File: config.mk
export PLATFORM = sky130hd
export DESIGN_NAME = reset_sequencer
export DESIGN_NICKNAME = d
export VERILOG_FILES = /design/src/rtl/reset_sequencer_pkg.sv /design/src/rtl/rst_seq_timer.sv /design/src/rtl/reset_sequencer.sv
export SDC_FILE = /design/constraint.sdc
export NUM_CORES = 1
export LEC_CHECK = 0
export CAP_MARGIN = 20
export CORE_MARGIN = 10
export CORE_UTILIZATION = 25
export DETAILED_ROUTE_END_ITERATION = 12
export HOLD_SLACK_MARGIN = 0.06
export SYNTH_ARGS = -nofsm -noshare
export SYNTH_HDL_FRONTEND = slang
export SYNTH_SLANG_ARGS = --single-unit
File: constraint.sdc
create_clock -name clk -period 2.5 [get_ports clk]
set_input_delay 0.5 -clock clk [delete_from_list [all_inputs] [get_ports clk]]
set_output_delay 0.5 -clock clk [all_outputs]
set_load 0.05 [all_outputs]
File: src/rtl/reset_sequencer_pkg.sv
// rtl/reset_sequencer_pkg.sv - state type and width helpers for the reset sequencer
package reset_pkg;

  typedef enum logic [2:0] {HOLD, WAIT_ACK, GAP, DONE, FAULT} rst_seq_state_t;

  function automatic int clog2_min1(input int n);
    return (n <= 2) ? 1 : $clog2(n);
  endfunction

  function automatic int max3(input int a, input int b, input int c);
    int m;
    m = (a > b) ? a : b;
    return (m > c) ? m : c;
  endfunction

endpackage

File: src/rtl/rst_seq_timer.sv
// rtl/rst_seq_timer.sv - loadable down-counter that saturates at zero
module rst_seq_timer #(
  parameter int W = 8
) (
  input  logic         clk,
  input  logic         load_i,
  input  logic [W-1:0] value_i,
  output logic         expired_o
);

  logic [W-1:0] r_count;

  always_ff @(posedge clk) begin
    if (load_i) begin
      r_count <= value_i;
    end else if (r_count != '0) begin
      r_count <= r_count - 1'b1;
    end
  end

  assign expired_o = (r_count == '0);

endmodule

File: src/rtl/reset_sequencer.sv
// rtl/reset_sequencer.sv - releases downstream reset domains in order, gated on per-stage acks
module reset_sequencer
  import reset_pkg::*;
#(
  parameter int   NUM_STAGES      = 4,
  parameter int   STRETCH         = 8,
  parameter int   STAGE_DELAY     = 16,
  parameter int   TIMEOUT         = 255,
  parameter logic OUTPUT_POLARITY = 1'b1,
  localparam int  IDX_W           = clog2_min1(NUM_STAGES)
) (
  input  logic                  clk,
  input  logic                  sync_reset_i,
  input  logic                  soft_reset_i,
  input  logic [NUM_STAGES-1:0] stage_ack_i,
  output logic [NUM_STAGES-1:0] stage_reset_o,
  output logic                  all_ready_o,
  output logic                  fault_o,
  output logic [IDX_W-1:0]      fault_stage_o
);

  localparam int TMR_W = $clog2(max3(STRETCH, STAGE_DELAY, TIMEOUT) + 1);
  localparam logic [NUM_STAGES-1:0] ALL_ACTIVE = {NUM_STAGES{OUTPUT_POLARITY}};
  localparam logic [IDX_W-1:0] LAST_IDX = IDX_W'(NUM_STAGES - 1);

  rst_seq_state_t        r_state, w_state_nxt;
  logic [IDX_W-1:0]      r_idx, w_idx_nxt;
  logic [IDX_W-1:0]      r_fault_stage, w_fault_stage_nxt;
  logic [IDX_W-1:0]      w_drop_idx;
  logic [NUM_STAGES-1:0] r_stage_reset;
  logic [NUM_STAGES-1:0] w_acked, w_dropped;
  logic                  r_all_ready, r_fault;
  logic                  w_any_drop, w_release;
  logic                  w_tmr_load, w_tmr_expired;
  logic [TMR_W-1:0]      w_tmr_value;

  rst_seq_timer #(.W(TMR_W)) u_timer (
    .clk       (clk),
    .load_i    (w_tmr_load),
    .value_i   (w_tmr_value),
    .expired_o (w_tmr_expired)
  );

  // Stage idx counts as acked once we have left WAIT_ACK for it (GAP or DONE).
  always_comb begin
    w_acked = '0;
    for (int j = 0; j < NUM_STAGES; j++) begin
      if (r_state == WAIT_ACK || r_state == GAP || r_state == DONE) begin
        if (j < int'(r_idx)) begin
          w_acked[j] = 1'b1;
        end else if (j == int'(r_idx) && r_state != WAIT_ACK) begin
          w_acked[j] = 1'b1;
        end
      end
    end
  end

  assign w_dropped  = w_acked & ~stage_ack_i;
  assign w_any_drop = |w_dropped;

  always_comb begin
    w_drop_idx = '0;
    for (int j = NUM_STAGES - 1; j >= 0; j--) begin
      if (w_dropped[j]) begin
        w_drop_idx = IDX_W'(j);
      end
    end
  end

  always_comb begin
    w_state_nxt       = r_state;
    w_idx_nxt         = r_idx;
    w_fault_stage_nxt = r_fault_stage;
    w_release         = 1'b0;
    w_tmr_load        = 1'b0;
    w_tmr_value       = '0;
    if (sync_reset_i || soft_reset_i) begin
      w_state_nxt       = HOLD;
      w_idx_nxt         = '0;
      w_fault_stage_nxt = '0;
      w_tmr_load        = 1'b1;
      w_tmr_value       = TMR_W'(STRETCH);
    end else begin
      case (r_state)
        HOLD: begin
          if (w_tmr_expired) begin
            w_state_nxt = WAIT_ACK;
            w_idx_nxt   = '0;
            w_release   = 1'b1;
            w_tmr_load  = 1'b1;
            w_tmr_value = TMR_W'(TIMEOUT - 1);
          end
        end
        WAIT_ACK: begin
          // A dropped ack outranks both a fresh ack and a timeout on the same edge.
          if (w_any_drop) begin
            w_state_nxt       = FAULT;
            w_fault_stage_nxt = w_drop_idx;
          end else if (stage_ack_i[r_idx]) begin
            w_state_nxt = (r_idx == LAST_IDX) ? DONE : GAP;
            w_tmr_load  = 1'b1;
            w_tmr_value = TMR_W'(STAGE_DELAY);
          end else if (w_tmr_expired) begin
            w_state_nxt       = FAULT;
            w_fault_stage_nxt = r_idx;
          end
        end
        GAP: begin
          if (w_any_drop) begin
            w_state_nxt       = FAULT;
            w_fault_stage_nxt = w_drop_idx;
          end else if (w_tmr_expired) begin
            w_state_nxt = WAIT_ACK;
            w_idx_nxt   = r_idx + 1'b1;
            w_release   = 1'b1;
            w_tmr_load  = 1'b1;
            w_tmr_value = TMR_W'(TIMEOUT - 1);
          end
        end
        DONE: begin
          if (w_any_drop) begin
            w_state_nxt       = FAULT;
            w_fault_stage_nxt = w_drop_idx;
          end
        end
        FAULT: begin
          w_state_nxt = FAULT;
        end
        default: begin
          w_state_nxt = HOLD;
        end
      endcase
    end
  end

  always_ff @(posedge clk) begin
    if (sync_reset_i) begin
      r_state       <= HOLD;
      r_idx         <= '0;
      r_fault_stage <= '0;
    end else begin
      r_state       <= w_state_nxt;
      r_idx         <= w_idx_nxt;
      r_fault_stage <= w_fault_stage_nxt;
    end
  end

  always_ff @(posedge clk) begin
    if (sync_reset_i) begin
      r_stage_reset <= ALL_ACTIVE;
      r_all_ready   <= 1'b0;
      r_fault       <= 1'b0;
    end else begin
      r_all_ready <= (w_state_nxt == DONE);
      r_fault     <= (w_state_nxt == FAULT);
      if (w_state_nxt == HOLD || w_state_nxt == FAULT) begin
        r_stage_reset <= ALL_ACTIVE;
      end else if (w_release) begin
        r_stage_reset[w_idx_nxt] <= ~OUTPUT_POLARITY;
      end
    end
  end

  assign stage_reset_o = r_stage_reset;
  assign all_ready_o   = r_all_ready;
  assign fault_o       = r_fault;
  assign fault_stage_o = r_fault_stage;

endmodule
==> results.md <==
* Initial DRC Count at 37
* Synth area leader: dfxtp_1
* Vias in the first global route at 1,047
* Port Buffer Count at 14
* Rows at 26
* Clk pin slew, worst setup/hold paths at 0.08 ns
* Yosys warns at 0
* Gr usage total at 0.0752
* Worst skew pair latency at 0.27 ns
* Status: complete, no violations
* Initial core utilization at 0.258
* Commonest cells post-synth: 14 x nor2_1, 13 x a21oi_1, 13 x dfxtp_1, 13 x nand2_1
* Routed WL per cell at 12.7 um
* Worst Path Required at 2.65 ns
* Clock Tree Buf Depth at 2
* Final Setup Violations at 0
* HPWL after DPL at 2490 um
* Fin crit share at 0.948
* Max-slew violation count at 0
* Detailed Route WL at 3160 um
* VDD IR-drop max at 0.000183 V
* Critical R2R Launch: r_idx[1]
* Synth top area share at 0.197
* Cell-internal power at 0.000563 W
* Unrepaired setup endpoints after global routing: no
* Post-route ant nets at 0
* Die height at 92.7 um
* CORE AREA at 5110 um^2
* Mapped Cells at 147
* Clk_skew at 0.00148 ns
* Lkg Pwr at 0.675 nW
* WP data arrival at 2.52 ns
* Area Overhead vs Synth at 31.2%
* Final nets at 193
* Clock root buffer: clkbuf_8
* Overall power at 0.000771 W
* CTS tree: built
* HP Class: reg2reg
* Initial antenna violation count at 0
* Count leader, synth: nor2_1
* Max Cap Viol at 0
* Kind of end point of the critical path: flip-flop
* Num CTS Buffers at 3
* Min-Delay Startpoint: fault_stage_o[0]
* H-tree level count at 1
* Fin. Hold Viols at 0
* Synth top area cells: dfxtp_1 20%, edfxtp_1 18%, ha_1 5.7%
* Switching Fraction at 0.270
* Post-synthesis cell type count at 45
* Fin Setup TNS at 0 ns
* Max Clk Rate at 0.422 GHz
* Reg power frac at 0.500
* Worst slew pin tran at 0.510 ns
* Crit path time final at 2.37 ns
* Gate power share at 0.201
* DRC viols at 0
* Largest net degree at the start of global routing at 15
* Syn avg cell area at 8.98 um^2
* Setup crit start kind: flip-flop
* Post-Synthesis Net Count at 160
* IO Pins at 15
* Sequential share of the synthesized area at 0.379
* Final Core Density at 0.339
* Worst slew margin at 0.659
* Total number of vias at 1,131
* Clock share of power at 0.299
* Net load switching power at 0.000208 W
* CTS sink count at 21
* Final estimated routing congestion in global placement at 0.863
* Setup CP Type: reg2reg
* FF+latch count, synth at 21
* Global route overflow at 0
* Mapped cell area at 1320 um^2
* Die Width at 92.7 um
* Share of layout cells above drive strength 1 at 0.212
* Post-synth EDFFs at 8
* P per Cell Area at 445 nW/um^2
* Vias per inst at 4.54
* First-pass GRT wire length at 5170 um
* Critical path launch point: r_idx[1]
* CP Max Fanout at 5
* Drt first pass iters at 4
* ANT cells at 0
* Die area at 8590 um^2
* Ys async rst share at 0
* Synth Flop Type: dfxtp_1
==> state kept, by name, indices dropped and copies added (netlist names) <==
register         flops
u_timer.r_count      8
stage_reset_o        4
r_state              3
fault_stage_o        2
r_idx                2
all_ready_o          1
fault_o              1
==> worst max-delay path, stage by stage (launching register included) <==
cell and delay, ns:
dfxtp_1 0.41, inv_1 0.10, ha_1 0.21, nand2_1 0.09, a211oi_1 0.09, or4_1 0.62, or4_4 0.53, o41ai_4 0.10
o21ai_2 0.10
==> worst paths after layout <==
check,to,slack (ns),depth (start not counted)
max,stage_reset_o[3],0.13,8
min,fault_stage_o[0],0.46,2
max reg2reg,stage_reset_o[3],0.13,8
min reg2reg,fault_stage_o[0],0.46,2
==> through the flow <==
step                instances  cell area, um^2  worst slack, ns  hold slack [ns]
floorplan                 147             1320           0.0528            0.545
global placement          245             1670          -0.0845            0.448
detailed placement        245             1670          -0.0965            0.448
CTS                       249             1710           0.0542            0.466
global route              249             1730           0.0116            0.487
finish                    249             1730            0.130            0.457
==> cell families (layout without fill, tap and decap cells) <==
group / count (synthesis) / after routing / share of synthesized area
AOI/OAI and AO/OA: 38 / 38 / 0.208
xor gates and xnor gates: 5 / 5 / 0.0332
adders and majority gates: 6 / 6 / 0.0569
buffers and inverters: 16 / 48 / 0.0531
DFF: 21 / 21 / 0.379
muxes: 1 / 1 / 0.0171
and+or+nand+nor: 60 / 60 / 0.253
==> area by class of cell <==
| type | instances | area (um^2) |
|---|---|---|
| fill | 549 | 3380 |
| tap | 70 | 87.6 |
| timing repair buffer | 35 | 298 |
| multi-input combinational | 110 | 767 |
| sequential | 21 | 500 |
| inverter | 9 | 33.8 |
| clock buffer | 4 | 45.0 |
==> what timing repair did <==
action | in CTS | in global routing
resized for setup | 0 | 3
hold buffers | 0 | 0
setup endpoints to repair | 0 | 4
buffers inserted | 0 | 0
==> power groups by stage <==
stage | Clock [W] | Combinational, W | Sequential, W
finish | 0.000231 | 0.000155 | 0.000386
global route | 0.000252 | 0.000170 | 0.000388
CTS | 0.000240 | 0.000154 | 0.000386
detailed placement | 0 | 0.000152 | 0.000394
global placement | 0 | 0.000153 | 0.000393
floorplan | 0 | 0.0000956 | 0.000393
==> per-layer routing <==
layer	vias up	part of all wire	GRT usage
met1	520	0.47	0.0864
li1	592	-	-
met5	-	0	0
met2	14	0.49	0.125
met4	0	0.019	0.0386
met3	5	0.027	0.0202
==> cell usage in the layout (no fill, tap or decap), types with 2 or more instances in the layout <==
master,instances
clkdlybuf4s50_1,14
a211oi_1,2
o21ai_0,4
inv_1,8
a21oi_1,13
nor2_1,14
o21ai_2,4
xor2_1,2
or3_1,2
nor2b_1,3
ha_1,6
nand2b_1,5
nor3_1,2
nand3_1,3
o31ai_1,2
clkbuf_8,3
xnor2_1,3
o211a_1,2
nand4_1,3
nor3b_1,4
buf_4,21
dfxtp_1,13
edfxtp_1,8
o22ai_1,2
nand2_1,13
or4_1,2
Note: power is estimated with default switching activity, not from simulation.
